## config.mk

```make
export PLATFORM = sky130hd
export DESIGN_NAME = multi_timer
export DESIGN_NICKNAME = d
export VERILOG_FILES = /design/src/rtl/timer_pkg.sv /design/src/rtl/ms_tick_gen.sv /design/src/rtl/multi_timer.sv
export SDC_FILE = /design/constraint.sdc
export NUM_CORES = 1
export LEC_CHECK = 0
export ABC_CLOCK_PERIOD_IN_PS = 3310
export CAP_MARGIN = 0
export CORE_MARGIN = 2
export CORE_UTILIZATION = 35
export DETAILED_ROUTE_END_ITERATION = 10
export PLACE_DENSITY_LB_ADDON = 0.08
export SLEW_MARGIN = 25
export SYNTH_ARGS = -nofsm -noshare
export SYNTH_HDL_FRONTEND = slang
export SYNTH_SLANG_ARGS = --single-unit
```

## constraint.sdc

```tcl
create_clock -name clk -period 3.31 [get_ports clk]
set_clock_uncertainty 0.1 [all_clocks]
set_input_delay 0.993 -clock clk [delete_from_list [all_inputs] [get_ports clk]]
set_output_delay 0.993 -clock clk [all_outputs]
set_load 0.05 [all_outputs]
```

## src/rtl/timer_pkg.sv

```systemverilog
// rtl/timer_pkg.sv - shared channel state encoding for multi_timer
package timer_pkg;

  typedef enum logic [1:0] {
    ST_IDLE = 2'd0,
    ST_RUN  = 2'd1,
    ST_DONE = 2'd2
  } ch_state_t;

  localparam int TIMER_MAX_CH = 16;

endpackage

```

## src/rtl/ms_tick_gen.sv

```systemverilog
// rtl/ms_tick_gen.sv - millisecond prescaler, one tick per CLKS_PER_MS enabled cycles
module ms_tick_gen #(
  parameter int CLKS_PER_MS = 50000
) (
  input  logic clk,
  input  logic reset,
  input  logic enable,
  output logic tick
);

  localparam int CW = (CLKS_PER_MS > 2) ? $clog2(CLKS_PER_MS) : 1;
  localparam logic [CW-1:0] LAST = CW'(CLKS_PER_MS - 1);

  logic [CW-1:0] r_cnt;
  logic          w_at_last;

  assign w_at_last = (r_cnt == LAST);
  assign tick      = enable && w_at_last;

  always_ff @(posedge clk) begin
    if (!reset) begin
      r_cnt <= '0;
    end else if (enable) begin
      r_cnt <= w_at_last ? '0 : r_cnt + 1'b1;
    end
  end

endmodule

```

## src/rtl/multi_timer.sv

```systemverilog
// rtl/multi_timer.sv - N_CH independent millisecond timers sharing one prescaler
module multi_timer
  import timer_pkg::*;
#(
  parameter int N_CH        = 4,
  parameter int CLKS_PER_MS = 50000,
  parameter int MS_WIDTH    = 16
) (
  input  logic                     clk,
  input  logic                     reset,
  input  logic                     enable,
  input  logic [N_CH-1:0]          start,
  input  logic [N_CH-1:0]          stop,
  input  logic [N_CH-1:0]          periodic,
  input  logic [N_CH*MS_WIDTH-1:0] period_ms,
  output logic [N_CH-1:0]          expired,
  output logic [N_CH-1:0]          running,
  output logic [N_CH-1:0]          done,
  output logic [N_CH*MS_WIDTH-1:0] remaining_ms
);

  logic w_tick;

  ms_tick_gen #(.CLKS_PER_MS(CLKS_PER_MS)) u_tick_gen (
    .clk    (clk),
    .reset  (reset),
    .enable (enable),
    .tick   (w_tick)
  );

  for (genvar gi = 0; gi < N_CH; gi++) begin : g_ch
    ch_state_t           r_state;
    logic [MS_WIDTH-1:0] r_rem;
    logic                r_periodic;
    logic                r_expired;
    logic                r_running;
    logic                r_done;
    logic [MS_WIDTH-1:0] w_period;

    assign w_period = period_ms[gi*MS_WIDTH +: MS_WIDTH];

    // Priority: stop, then a valid start, then the shared tick while running.
    always_ff @(posedge clk) begin
      if (!reset) begin
        r_state    <= ST_IDLE;
        r_rem      <= '0;
        r_periodic <= 1'b0;
        r_expired  <= 1'b0;
        r_running  <= 1'b0;
        r_done     <= 1'b0;
      end else begin
        r_expired <= 1'b0;
        if (stop[gi]) begin
          r_state   <= ST_IDLE;
          r_rem     <= '0;
          r_running <= 1'b0;
          r_done    <= 1'b0;
        end else if (start[gi] && (w_period != '0)) begin
          r_state    <= ST_RUN;
          r_rem      <= w_period;
          r_periodic <= periodic[gi];
          r_running  <= 1'b1;
          r_done     <= 1'b0;
        end else if ((r_state == ST_RUN) && w_tick) begin
          if (r_rem > MS_WIDTH'(1)) begin
            r_rem <= r_rem - 1'b1;
          end else begin
            r_expired <= 1'b1;
            if (r_periodic && (w_period != '0)) begin
              r_rem <= w_period;
            end else begin
              r_state   <= ST_DONE;
              r_rem     <= '0;
              r_running <= 1'b0;
              r_done    <= 1'b1;
            end
          end
        end
      end
    end

    assign expired[gi]                             = r_expired;
    assign running[gi]                             = r_running;
    assign done[gi]                                = r_done;
    assign remaining_ms[gi*MS_WIDTH +: MS_WIDTH]   = r_rem;
  end

endmodule

```

==> run metrics <==
status finished, final reports clean; commonest non-fill, non-tap cell in the layout clkdlybuf4s50_1; CTS clk-pin slew, worst paths 70 ps; worst slack at placement -169 ps; Worst Path Arrival 3250 ps; worst relative slew slack 33.5%; GPL Wtd Cong 0.918; Std-Cell Rows 46; synthesized-area fraction occupied by adder cells 2.02%; Post-route DRC 0; per-cell routed wire length 16.7 um; layout cells sized above 1 11.0%; initial antenna violation count 0; Area Growth Syn to Fin 44.3%; largest net degree at the start of global routing 19; Setup Viol. Count Final 0; Hold Path Cell Cnt 2; post-cts gate resize count 0; Seq/Total Area, Yosys 34.4%; Final Cycle Share 94.2%; post-synth top area share 34.4%; Die Ht 130 um; multiplexer share of the synthesized area 0.538%; XOR/XNOR share of the synthesized area 3.29%; Startpoint Class input port; # diodes 0; Post-CTS Setup Bufs 0; vias per cell 5.59; Core Region 15800 sq um; crit path max fanout 16; Netlist cell types 62; EDFF count, synth 0; RSZ-0062 raised after global routing false; Leak Pwr 2.92 nW; hold wc startpoint u_tick_gen.r_cnt[13]; TritonCTS clock tree built; first-pass GRT wire length 30600 um; GRT Residual Overflow 0; Reg2Reg Launch Point g_ch[1].r_rem[4]; actual slew at the worst max-slew pin 989 ps; Synth area leader dfxtp_1; compound-gate portion of the synthesized area 26.4%; maximum VDD drop 239 uV; Post-synth top flop dfxtp_1; Vias 6393; DRT Pass-1 Iters 5; post-synth design cell area 5590 sq um; Synth Area in Simple Gates 29.1%; detailed placer's ending HPWL 14800 um; antenna viol nets, final 0; Die Span X 130 um; 1st-iter DRT viols 458; metal2 WL 8940 um; Final Hold Slack 386 ps; Req. time, crit path 3440 ps; r2r setup slk 510 ps; met3 wire len 953 um; clock tree buffer depth 2; Mapped Avg Cell Area 7.75 sq um; Final Hold Viols 0; Hold Path Sink u_tick_gen.r_cnt[13]; max cap viols 0; IO buf count 154; Num CTS Buffers 9; Initial Util 35.4%; Synthesis Warnings 0; clock sink count 96; Crit Path Category in -> reg; hold_buf cts 0; overall fraction of global-route tracks in use 22.5%; Power Dens Cells 394 nW/um^2; final net count 1011; Worst Slack Setup Final 192 ps; reg2reg path depth 7; ranking of synthesized cells by area dfxtp_1 34%, o21ai_0 7.3%, nand2_1 5.0%; vias in the first global route 6125; IO Pins 155; die footprint 17000 sq um; root buffer cell clkbuf_16; total detailed-routing wirelength 19100 um; Syn Nets 809; clock network latency to the later pin of the worst-skew pair 350 ps; CTS H-tree lvls 3; endpoint class of the critical path flip-flop; Post-Synthesis Cells 721; RR Endpoint g_ch[1].r_rem[6]; largest family of logic cells by synthesized area simple AND/OR/NAND/NOR gates; #FFs+latches synth 96; FFs w/ async S/R, synth 0%; WL met1 8830 um; Tmin final 3120 ps; Hold Path Class reg -> reg; commonest non-fill, non-tap cells in the layout 154 x clkdlybuf4s50_1, 96 x dfxtp_1, 81 x o21ai_0; top sig layer met4; fmax 321 MHz; Slew Limit Fails 0
per-stage QoR:
| stage | cells | cell area (sq um) | utilization, % | total power (W) | TNS, ps |
|---|---|---|---|---|---|
| 2_1_floorplan | 721 | 5590 | - | 0.00175 | 0 |
| 5_1_grt | 1143 | 8060 | 51.1 | 0.00333 | 0 |
| 4_1_cts | 1143 | 8060 | 51.1 | 0.00319 | 0 |
| 3_3_place_gp | 1128 | 7750 | 49.2 | 0.00210 | -1290 |
| 3_5_place_dp | 1128 | 7750 | 49.2 | 0.00210 | -1850 |
| 6_report | 1143 | 8060 | 51.1 | 0.00318 | 0 |
worst max-delay path, stage by stage:
cell,delay [ps]
clkdlybuf4s50_1,410
or4_1,600
nor4_1,400
nor2b_1,110
a21o_1,370
a22oi_1,260
o21ai_0,100
cell families (layout without fill, tap and decap cells):
logic type | Yosys count | count (layout)
adders and majority gates | 9 | 9
muxes | 3 | 3
AOI/OAI and AO/OA | 230 | 230
xor gates and xnor gates | 21 | 21
and+or+nand+nor | 314 | 314
DFF | 96 | 96
buffers and inverters | 48 | 254
power by group:
group          internal [W]  switching (W)  total (W)
Combinational      0.000356       0.000484   0.000840
Sequential          0.00119      0.0000499    0.00124
Clock              0.000641       0.000454    0.00110
Total               0.00219       0.000988    0.00318
worst max path at each step:
stage	start	cells after the start	to	slack, ps
2_1_floorplan	period_ms[48]	6	g_ch[3].r_rem[10]	340
3_3_place_gp	period_ms[48]	7	g_ch[3].r_rem[14]	-120
3_5_place_dp	period_ms[48]	7	g_ch[3].r_rem[6]	-170
4_1_cts	period_ms[48]	7	g_ch[3].r_rem[14]	220
5_1_grt	period_ms[48]	7	g_ch[3].r_rem[14]	4
6_report	period_ms[48]	7	g_ch[3].r_rem[14]	190
final cells by class:
class | instances | area, sq um
clock buffers | 12 | 267
inverters | 15 | 56.3
multi-input cells | 577 | 3430
fillers | 1565 | 7710
well taps | 216 | 270
clock inverters | 3 | 40.0
flip-flops and latches | 96 | 1920
repair buffers | 224 | 2080
flip-flops by register name (all words and copies together), names as in the netlist:
name,count
g_ch.r_done,4
g_ch.r_expired,4
g_ch.r_periodic,4
g_ch.r_rem,64
g_ch.r_state,4
u_tick_gen.r_cnt,16
synth_stat cells, types with 8 or more instances:
library cell and instances:
dfxtp_1 96, o21ai_0 81, nand2_1 74, nor2_1 66, a21oi_1 52, nor4_1 30
nand3_1 29, nor3_1 26, a22oi_1 21, inv_1 15, nand4_1 15, clkbuf_1 14
nor2b_1 13, buf_4 12, o211ai_1 12, xor2_1 11, xnor2_1 10, ha_1 9
or4_1 8
metal layers:
metal  global-route usage, %  vias to the layer above
met3                    2.99                       31
met2                    37.1                      217
met5                       0                        -
li1                        -                     3113
met1                    30.5                     3032
met4                    7.38                        0
Power figures use the tool's default switching activity.
==> patch (same flow settings) <==
The 3 states of `ch_state_t` get a one-hot encoding in 3 bits.
--- a/src/rtl/timer_pkg.sv
+++ b/src/rtl/timer_pkg.sv
@@ -2,8 +2,8 @@
 package timer_pkg;
 
-  typedef enum logic [1:0] {
-    ST_IDLE = 2'd0,
-    ST_RUN  = 2'd1,
-    ST_DONE = 2'd2
+  typedef enum logic [2:0] {
+    ST_IDLE = 3'b001,
+    ST_RUN  = 3'b010,
+    ST_DONE = 3'b100
   } ch_state_t;
 
Check against the original RTL: same outputs for any inputs over 4 cycles, from zero or initial values and one cycle with reset low; so few cycles prove little.
==> patch against the unedited design <==
- power up 0.16%
- final area up 3.0%
- sequential cell count up 4
- clock power down 5%
- routed wire length up 6.2%
- cell count up 3.0%
- worst setup slack worse by 0.0092 ns
- synthesized area up 5.5%
==> patch: results (changes against the unedited design) <==
[yosys]
yosysWarnings=0  ; unchanged
synthTopCellsByCount=100 x dfxtp_1, 77 x nor2_1, 75 x nand2_1
synth_nets=851  ; +5.2%
synth_area_leaders=dfxtp_1 34%, o21ai_0 5.9%, nor2_1 4.9%, nand2_1 4.8%, a21oi_1 3.7%
ys_types=64  ; +3.2%
seq_area_frac_synth_pct=34.0  ; -0.45 points

[worst_setup_path]
worst_ep_arrival_time_ns=3.29  ; +0.04 ns
r2r_slack_ns=0.49  ; -0.02 ns
cp_max_fo=5  ; -11

[grt]
grt_pass1_vias=6283  ; +2.6%
grt_pass1_wl_microns=32500  ; +6.3%
grt_max_degree=21  ; +2
track_usage_pct=22.4  ; -0.11 points

[cells_and_area]
drive_gt1_share_pct=10.0  ; -0.97 points
top_regs=g_ch.r_rem x64, u_tick_gen.r_cnt x16, g_ch.r_state x8
final_nets=1040  ; +2.9%

[placement]
gp_congestion=0.914  ; -0.39%
pre_cts_ws_ns=-0.186  ; -0.0174 ns
dpl_cell_area_sq_mm=0.00802  ; +3.4%
hpwl_microns=15400  ; +3.8%

[pwr]
leakage_nw=3.12  ; +6.8%
internal_power_mw=2.17  ; -0.87%
vdd_ir_drop_max_mv=0.274  ; +15%

[sta]
tightest_slew_ns=1.01  ; +0.0170 ns
layout_setup_ws_ns=0.183  ; -0.00918 ns

[drt]
avgViaCountPerCell=5.61  ; +0.35%
wl_per_cell_microns=17.2  ; +3.1%
drt_iter0_markers=349  ; -24%

[cts]
cts_setup_buffers=0  ; unchanged
worstSkewPairLatency_ns=0.35  ; about the same

[outcome]
status=finished clean

-- patch: cell types whose count changed after synthesis, sizes merged, moves of 9 or more --
cell,unedited run,this run
clkbuf,14,24
o211ai,12,2
a31oi,0,10
a21oi,52,43
xor2,11,20
nor2,66,77
o21ai,84,74
-- patch: final cells by class --
class	instances	area (sq um)
fill	1576	8220
multi-input combinational	600	3600
timing repair buffer	222	2060
sequential	100	2000
tap	220	275
clock buffer	12	267
inverter	19	71.3
clock inverter	4	22.5
-- patch: power by group through the flow --
stage	combinational, mW	clock (mW)	sequential [mW]
6_report	0.845	1.05	1.29
5_1_grt	0.914	1.12	1.30
4_1_cts	0.838	1.08	1.29
3_5_place_dp	0.834	0	1.32
3_3_place_gp	0.831	0	1.32
2_1_floorplan	0.402	0	1.40
-- patch: worst paths after layout --
path / from / to / depth (start not counted)
setup reg to reg: g_ch[0].r_rem[5]$_SDFFE_PP0P_ / g_ch[0].r_rem[8]$_SDFFE_PP0P_ / 6
hold / removal: g_ch[1].r_state[0]$_SDFFE_PP1P_ / g_ch[1].r_state[0]$_SDFFE_PP1P_ / 2
setup / recovery: period_ms[16] / g_ch[1].r_rem[1]$_SDFFE_PP0P_ / 8
hold reg to reg: g_ch[1].r_state[0]$_SDFFE_PP1P_ / g_ch[1].r_state[0]$_SDFFE_PP1P_ / 2
-- patch: kinds of logic after synthesis --
family                   synth area share [%]
adder cells (fa/ha/maj)                  1.91
flip-flops                               34.0
XOR/XNOR                                 4.46
buffers and inverters                    4.92
AND/OR/NAND/NOR                          30.0
AO/OA/AOI/OAI                            23.6
multiplexers                             1.23
-- patch: stage by stage --
stage                     power (mW)  hold slack [ns]  std cells
after floorplan                 1.80            0.323        763
after global placement          2.15            0.335       1161
after detailed placement        2.15            0.340       1161
after CTS                       3.21            0.351       1177
after global routing            3.33            0.374       1177
final                           3.18            0.352       1177
-- patch: worst max-delay path, cell delays in order --
cell and delay, ns:
clkdlybuf4s50_1 0.44, or4_4 0.58, o41ai_4 0.47, buf_4 0.20
and2_1 0.15, buf_4 0.13, a221oi_1 0.07, a211oi_1 0.24
-- patch: metal layers --
metal  vias to the layer above  track usage (%)  share of wire [%]
met5                         -                0                  0
met4                         0             5.38                1.1
met3                        19             5.06                6.5
met2                       253             36.3                 46
met1                      3120             30.3                 46
li1                       3214                -                  -
